[config.mk]
export PLATFORM = sky130hd
export DESIGN_NAME = piso_shift_register
export DESIGN_NICKNAME = d
export VERILOG_FILES = /design/src/rtl/piso_shift_register.sv
export SDC_FILE = /design/constraint.sdc
export NUM_CORES = 1
export LEC_CHECK = 0
export CORE_ASPECT_RATIO = 0.7
export CORE_UTILIZATION = 25
export CTS_CLUSTER_SIZE = 30
export DETAILED_ROUTE_END_ITERATION = 10
export GPL_TIMING_DRIVEN = 1
export PLACE_DENSITY = 0.48
export SYNTH_ARGS = -nofsm -noshare
export SYNTH_HDL_FRONTEND = slang
export SYNTH_SLANG_ARGS = --single-unit
[constraint.sdc]
create_clock -name clk -period 1.6 [get_ports clk]
set_input_delay 0.16 -clock clk [delete_from_list [all_inputs] [get_ports clk]]
set_output_delay 0.16 -clock clk [all_outputs]
set_load 0.02 [all_outputs]
[src/rtl/piso_shift_register.sv]
// Parallel-in, serial-out shift register with a valid/ready load handshake and end-of-word pulse.
// Define PISO_PARITY_EN to append an even-parity bit after the data bits of each word.
module piso_shift_register #(
  parameter int unsigned WIDTH     = 8,
  parameter int unsigned LSB_FIRST = 0
) (
  input  logic             clk,
  input  logic             reset_n,
  input  logic             load_valid,
  output logic             load_ready,
  input  logic [WIDTH-1:0] parallel_in,
  output logic             serial_out,
  output logic             serial_valid,
  output logic             busy,
  output logic             done
);

`ifdef PISO_PARITY_EN
  localparam int unsigned NBITS = WIDTH + 1;
`else
  localparam int unsigned NBITS = WIDTH;
`endif
  localparam int unsigned CNT_W = $clog2(NBITS);

  typedef enum logic {
    ST_IDLE  = 1'b0,
    ST_SHIFT = 1'b1
  } state_e;

  state_e             state_q, state_d;
  logic [NBITS-1:0]   shreg_q, shreg_d;
  logic [CNT_W-1:0]   cnt_q, cnt_d;
  logic               done_q, done_d;
  logic [NBITS-1:0]   load_word;
  logic               last_c;
  logic               accept_c;

  // Word as placed in the shift register; the parity bit sits right behind the last data bit.
  always_comb begin
    load_word = '0;
`ifdef PISO_PARITY_EN
    if (LSB_FIRST != 0) begin
      load_word = {^parallel_in, parallel_in};
    end else begin
      load_word = {parallel_in, ^parallel_in};
    end
`else
    load_word = parallel_in;
`endif
  end

  assign last_c     = (state_q == ST_SHIFT) && (cnt_q == CNT_W'(NBITS - 1));
  assign load_ready = reset_n && ((state_q == ST_IDLE) || last_c);
  assign accept_c   = load_valid && load_ready;

  always_ff @(posedge clk or negedge reset_n) begin
    if (!reset_n) begin
      state_q <= ST_IDLE;
      shreg_q <= '0;
      cnt_q   <= '0;
      done_q  <= 1'b0;
    end else begin
      state_q <= state_d;
      shreg_q <= shreg_d;
      cnt_q   <= cnt_d;
      done_q  <= done_d;
    end
  end

  always_comb begin
    state_d = state_q;
    shreg_d = shreg_q;
    cnt_d   = cnt_q;
    done_d  = 1'b0;

    case (state_q)
      ST_IDLE: begin
        cnt_d = '0;
      end
      ST_SHIFT: begin
        // Zero-fill keeps the head bit at 0 once the word has drained.
        if (LSB_FIRST != 0) begin
          shreg_d = {1'b0, shreg_q[NBITS-1:1]};
        end else begin
          shreg_d = {shreg_q[NBITS-2:0], 1'b0};
        end
        cnt_d = CNT_W'(cnt_q + 1'b1);
        if (last_c) begin
          done_d  = 1'b1;
          state_d = ST_IDLE;
          cnt_d   = '0;
        end
      end
      default: begin
        state_d = ST_IDLE;
      end
    endcase

    if (accept_c) begin
      shreg_d = load_word;
      cnt_d   = '0;
      state_d = ST_SHIFT;
    end
  end

  assign serial_out   = (LSB_FIRST != 0) ? shreg_q[0] : shreg_q[NBITS-1];
  assign serial_valid = (state_q == ST_SHIFT);
  assign busy         = (state_q == ST_SHIFT);
  assign done         = done_q;

endmodule
=== Yosys cells after proc, flatten, opt, wreduce, memory -nomap -nowiden ===
Index checks and enable logic that the tools add are counted.

* Register bits after elaboration: 13
* Bits of input ports: 11
* Output and inout bits: 5
* Word-level logic and storage cells: 22

* Add/sub/neg operators: 1
* Equal/unequal tests: 1
* Muxes and demuxes: 10
* Bitwise gates (word level): 1
* Reductions and logical operators: 5

{| class="wikitable"
|+ Operators by type and width
! cell !! count
|-
| $mux 8 || 2
|-
| $mux 3 || 2
|-
| $pmux 3 s2 || 1
|-
| $mux 1 || 5
|-
| $add 3x1->3 const B || 1
|-
| $eq 3x3->1 const B || 1
|-
| $logic_and 1x1->1 || 3
|-
| $reduce_bool 2->1 || 1
|-
| $logic_or 1x1->1 || 1
|-
| $not 1->1 || 1
|}

=== Logic depth before layout (Yosys ltp) ===
* Depth after elaboration: 6
* Gate-level depth with buffers: 6
* Mapped depth without buffers: 5

=== Least setup slack after synthesis ===
OpenSTA, ideal clock, no wires.

* Kind: register to register
* From: register cnt_q[0]
* To: register shreg_q[0]
* Setup time: 0.125 ns
* Data arrival time: 1.413 ns
* Data required time: 1.475 ns
* Setup slack: 0.062 ns
* Cell stages (with the launch flop): 7
* Path buffers: 1
* Period minus slack after synthesis: 1.538 ns
* Cells stage by stage: dfrtp_1 ha_1 ha_1 nand2b_4 nor2b_4 buf_6 mux2_4

* Word-level cells in the longest chain between the ends: 6
* Elaborated cells between the ends (all ways): 7
* Classes of those cells: eq/ne (1); mux (1); reduce/logical (5)

{| class="wikitable"
|+ RTL lines
! what !! RTL line !! text
|-
| start: declaration || 32 || <nowiki>logic [CNT_W-1:0] cnt_q, cnt_d;</nowiki>
|-
| start signal: assignment || 65 || <nowiki>cnt_q <= cnt_d;</nowiki>
|-
| $eq 3x3->1 (*) || 52 || <nowiki>assign last_c = (state_q == ST_SHIFT) && (cnt_q == CNT_W'(NBITS - 1));</nowiki>
|-
| $logic_and 1x1->1 (*) || 52 ||
|-
| $logic_or 1x1->1 (*) || 53 || <nowiki>assign load_ready = reset_n && ((state_q == ST_IDLE) || last_c);</nowiki>
|-
| $logic_and 1x1->1 (*) || 53 ||
|-
| $logic_and 1x1->1 (*) || 54 || <nowiki>assign accept_c = load_valid && load_ready;</nowiki>
|-
| $mux 8 / $reduce_bool 2->1 (equally long branches) || - ||
|-
| end signal: assignment || 64 || <nowiki>shreg_q <= shreg_d;</nowiki>
|-
| end: declaration || 31 || <nowiki>logic [NBITS-1:0] shreg_q, shreg_d;</nowiki>
|}

Mark *: on every way between the ends. The rest lies on a longest branch, timed or not.
A chain may end at the register's enable or synchronous reset.

=== Worst setup path in the final report ===
* From: register cnt_q[0]
* To: register shreg_q[4]

The elaborated chain is that of the path after synthesis.

==> results.toml <==
[synthesis]
syn_area_per_cell_um2 = 14.6
synth-seq-area-share = 0.496
synth_nets = 58
synth_seq_cells = 13
syn_inst = 45
synth.area.top_cells = "dfrtp_1, mux2_4, mux2_1"
synth_top_family_by_area = "multiplexers"
ys_warn_count = 0
synth_mux_area_frac = 0.303
synth-xor-area-share = 0
synth-async-reset-ratio = 1.00
synth.most_common_cell = "dfrtp_1"
synthTopCellsByCount = "dfrtp_1, mux2_4, mux2_1, nor2_1"
synth_compound_area_frac = 0
yosys.area_share.simple = 0.105
synth_edf_count = 0
synthAdderAreaFrac = 0.0382
ys_types = 15
dominantRegCellSynth = "dfrtp_1"
netlist.area_leader.share = 0.496
syn_area_um2 = 656
yosys.area.top_type = "dfrtp_1"

[layout]
insertedDiodeCount = 0
stdcell_count = 102
register_area_um2 = 325
layout-drive-gt1-share = 0.368
final_nets = 82
multi_input_area_um2 = 308
final_util = 0.382
area_delta_synth_final_pct = 44.5
n_fill_cell = 262
design_area_um2 = 947

[place]
place_inst = 94
io_buffers = 15
place.gp.congestion = 0.648
hpwl_um = 875
pre_cts_slack_ns = -0.129
place_area_um2 = 841

[die]
rows = 15
coreArea_um2 = 2480
die-area_um2 = 2830
start_util = 0.265
io-pin-count = 16
die_x_um = 63.2
die_h_um = 44.8

[global_route]
overflow = 0
antenna_found_initial = 0
grt_pass1_wl_um = 1920
grt_max_degree = 14
grt_pass1_vias = 385
track_usage = 0.0980

[clock_tree]
ctsHtreeMaxLevel = 1
numCtsBuffers = 3
clock_latency_ns = 0.24
cts_tree = "built"
clock_path_buffers = 2
cts_root_buffer = "clkbuf_8"
path_clk_slew_ns = 0.06
cts_sinks = 13
holdBufCountCts = 0

[setup_path]
critical_path.max_fanout = 3
start_kind = "flop"
cp_slowest_cell = "dfrtp_1"
critPathCaptureType = "flop"
crit_type = "reg2reg"
cp_data_arrival_time_ns = 1.74
max_stage_delay_ns = 0.38
path_common_cell = "buf_6"
cp_cell_sequence = "ha_2 > ha_4 > nand2b_4 > buf_6 > nor2b_4 > buf_6 > mux2_4"
worstPathRequired_ns = 1.73

[sta]
period_share = 1.01
slew_viol_final = 0
hold_viol = 0
grt_setup_unrepaired = "yes"
setup_viol = 8
fin_skew_ns = 0.00235
relSlewSlack = 0.858
tightestPinTransition_ns = 0.212
fin_ws_ns = -0.0167
timing.fmax_ghz = 0.619
final.min_clock_period_ns = 1.62

[pwr]
p_leak_nw = 0.442
power_density_nw_per_um2 = 1690
ir_drop_v = 0.000763

[detailed_routing]
ant_nets = 0
post_drt_via_cell_ratio = 3.99
drt_iter0_drc = 4
vias = 407
drc = 0
wl_per_cell_um = 11.1
wirelength_um = 1130
dr.pass1.iters = 2

[status]
status = "finished with violations"
violations = "negative setup slack"

[hold_path]
hp-class = "in2async"

[job]
cap_violations = 0
layout by cell type, fill, tap and decap left out:
cell             Yosys  layout
clkbuf_8             0       3
buf_6                2       5
ha_2                 0       1
nor2b_4              1       1
and2b_1              1       1
buf_4                1       3
nand2b_4             1       1
nand2_1              1       1
nand2_2              1       1
and2_1               2       2
mux2_1               6       6
nor2_1               3       3
clkbuf_1             0       1
ha_4                 0       1
dfrtp_1             13      13
clkdlybuf4s50_1      0      14
mux2_4               8       8
inv_1                2       2
mux2_2               1       1
where the power goes:
| part | internal (mW) | switching [mW] | total [mW] |
|---|---|---|---|
| sequential | 0.464 | 0.0749 | 0.539 |
| combinational | 0.479 | 0.288 | 0.768 |
| clock | 0.176 | 0.117 | 0.293 |
| total | 1.12 | 0.481 | 1.60 |
state kept, by name, indices dropped and copies added, names as in the netlist:
name,flops
busy,1
cnt_q,3
done,1
shreg_q,8
routing by layer:
metal / vias up / global-route usage / share of wire
li1: 192 / - / -
met1: 201 / 0.133 / 0.48
met2: 10 / 0.123 / 0.45
met3: 4 / 0.0505 / 0.056
met4: 0 / 0.0545 / 0.020
met5: - / 0 / 0
what timing repair did:
| item | 4_1_cts | 5_1_grt |
|---|---|---|
| resized for setup | 11 | 2 |
| pin swaps | 1 | 0 |
| cloned | 0 | 0 |
| buffers inserted | 4 | 0 |
| setup endpoints to repair | 9 | 9 |
final cells by class:
cell class                      count  area share
Multi-Input combinational cell     27       0.325
Sequential cell                    13       0.343
Tap cell                           34      0.0449
Inverter                            2     0.00793
Clock buffer                        4      0.0476
Timing Repair Buffer               22       0.231
stage by stage:
stage                     total power, mW  hold slack, ns  setup TNS, ns
after floorplan                      1.04          -0.136              0
after global placement               1.22           0.417         -0.692
after detailed placement             1.24           0.433          -1.06
after CTS                            1.62           0.340         -0.110
after global routing                 1.72           0.358         -0.422
final                                1.60           0.336        -0.0849
worst max-delay path, delay by kind of cell, from the launching register on:
family	cells	cell delay, ns
mux	1	0.28
simple gates	2	0.26
fa+ha+maj	2	0.34
buf+inv	2	0.23
flops	1	0.38
logic make-up (layout without fill, tap and decap cells):
family                   count (synthesis)  after routing
multiplexers                            15             15
AND/OR/NAND/NOR                         10             10
buffers and inverters                    5             28
adder cells (fa/ha/maj)                  2              2
flip-flops                              13             13
path summary, 6_finish.rpt:
kind / from / to / slack, ns / cells past startpoint
max: cnt_q[0] / shreg_q[4] / -0.02 / 7
min: reset_n / shreg_q[2] / 0.34 / 2
max reg2reg: cnt_q[0] / shreg_q[4] / -0.02 / 7
min reg2reg: cnt_q[0] / cnt_q[0] / 0.44 / 1
max in group asynchronous: reset_n / shreg_q[3] / 1.10 / 2
min in group clk: cnt_q[0] / cnt_q[0] / 0.44 / 1
(Power assumes the default switching activity.)
==> variant: new RTL, config.mk and constraints unchanged <==
The parameter `WIDTH` goes from 8 to 16.
--- a/src/rtl/piso_shift_register.sv
+++ b/src/rtl/piso_shift_register.sv
@@ -1,7 +1,7 @@
 // Parallel-in, serial-out shift register with a valid/ready load handshake and end-of-word pulse.
 // Define PISO_PARITY_EN to append an even-parity bit after the data bits of each word.
 module piso_shift_register #(
-  parameter int unsigned WIDTH     = 8,
+  parameter int unsigned WIDTH     = 16,
   parameter int unsigned LSB_FIRST = 0
 ) (
   input  logic             clk,
Ports: changed (resized parallel_in); port bits go from 16 to 24. The function was not compared with the original's and may differ.
==> variant against the unedited design <==
Combinational power up 28%; setup slack better by 140 ps; global-route usage up 3.0 points; routed wire length up 110%; core utilization down 0.30 points; sequential power up 79%; sequential cell count up 9; critical path type unchanged; total power up 47%; area after synthesis up 53%; largest cell class unchanged; design area up 47%.
==> variant: results <==
metrics = {
    "status": {
        "status": "complete, no violations",
    },
    "synthesis": {
        "synth.avg_cell_area_um2": 12.86,
        "yosys-top-cells-area": "dfrtp_1, o221a_1, or3_1, nand3_4, o21ai_4",
        "syn_nets": 98,
        "yosysUniqueCellTypes": 22,
    },
    "placed_design": {
        "io_buffers": 23,
        "gp_congestion": 0.6592,
        "dp_hpwl_um": 1635,
        "numPlacedInstances": 154,
        "place_ws_ps": -20.56,
    },
    "final_layout": {
        "area_growth_pct": 38.78,
        "reg.largest.list": "shreg_q: 16 flops, cnt_q: 4 flops",
        "fillers": 370,
        "nets": 129,
        "largest_reg_flops": 16,
        "layout-drive-gt1-share_pct": 19.44,
    },
    "route": {
        "via_count": 750,
        "finalWirelength_um": 2323,
        "drt-pass1-iter-count": 4,
        "vias_per_cell": 4.747,
        "drt_iter0_drc": 39,
    },
    "global_routing": {
        "gr-usage-met1_pct": 17.59,
        "grt_usage_pct": 12.76,
        "grt_start_max_net_pins": 17,
        "met3_usage_pct": 4.754,
        "grt_pass1_vias": 781,
    },
    "sta": {
        "tightest_slew_ps": 445.6,
        "fin_worst_skew_ps": 3.735,
    },
    "critical_path": {
        "critPathMaxFanout": 15,
        "worstPathArrival_ps": 1630,
    },
    "clocking": {
        "path_clk_slew_ps": 80,
        "clk_latency_ps": 260,
    },
    "power_and_ir_drop": {
        "peakVddDrop_mv": 0.4723,
    },
}
## variant: final cells by class
type	count	share of cell area, %
clock buffers	4	3.953
repair buffers	32	22.28
flip-flops and latches	22	39.53
multi-input cells	49	29.47
inverters	1	0.2695
well taps	50	4.492
## variant: cells by family after synthesis
kind of cell               synth area share [%]
and+or+nand+nor                           16.83
DFF                                       54.86
AOI/OAI and AO/OA                         20.82
buffers and inverters                     4.488
xor gates and xnor gates                  1.746
adders and majority gates                 1.247
## variant: where the power goes
group	switching, mW	internal (mW)	total, mW
Clock	0.179	0.219	0.398
Sequential	0.156	0.812	0.967
Combinational	0.408	0.573	0.981
## variant: worst paths after layout
path / from / to / slack (ps) / depth (start not counted)
min reg2reg: shreg_q[0]$_DFFE_PN0P_ / shreg_q[1]$_DFFE_PN0P_ / 540 / 1
min in group clk: shreg_q[0]$_DFFE_PN0P_ / shreg_q[1]$_DFFE_PN0P_ / 540 / 1
max: cnt_q[0]$_DFF_PN0_ / shreg_q[14]$_DFFE_PN0P_ / 120 / 5
max reg2reg: cnt_q[0]$_DFF_PN0_ / shreg_q[14]$_DFFE_PN0P_ / 120 / 5
max in group asynchronous: reset_n / shreg_q[14]$_DFFE_PN0P_ / 1100 / 2
min: reset_n / shreg_q[7]$_DFFE_PN0P_ / 290 / 2
## variant: per-layer routing
metal	wire length (um)	vias up
li1	-	360
met3	147	2
met4	11	0
met2	890	29
met1	1274	359
met5	0	-
## variant: timing repair
item | in CTS | in global routing
gates resized for setup | 4 | 3
hold endpoints to repair | 0 | 0
pin swaps | 0 | 0
hold buffers | 0 | 0
buffers inserted | 0 | 0
setup endpoints to repair | 1 | 3
## variant: critical path: stages, from the launching register on
cell	delay, ps
dfrtp_1	360
ha_2	210
nand3_4	70
buf_4	160
a21o_4	280
o221a_2	270
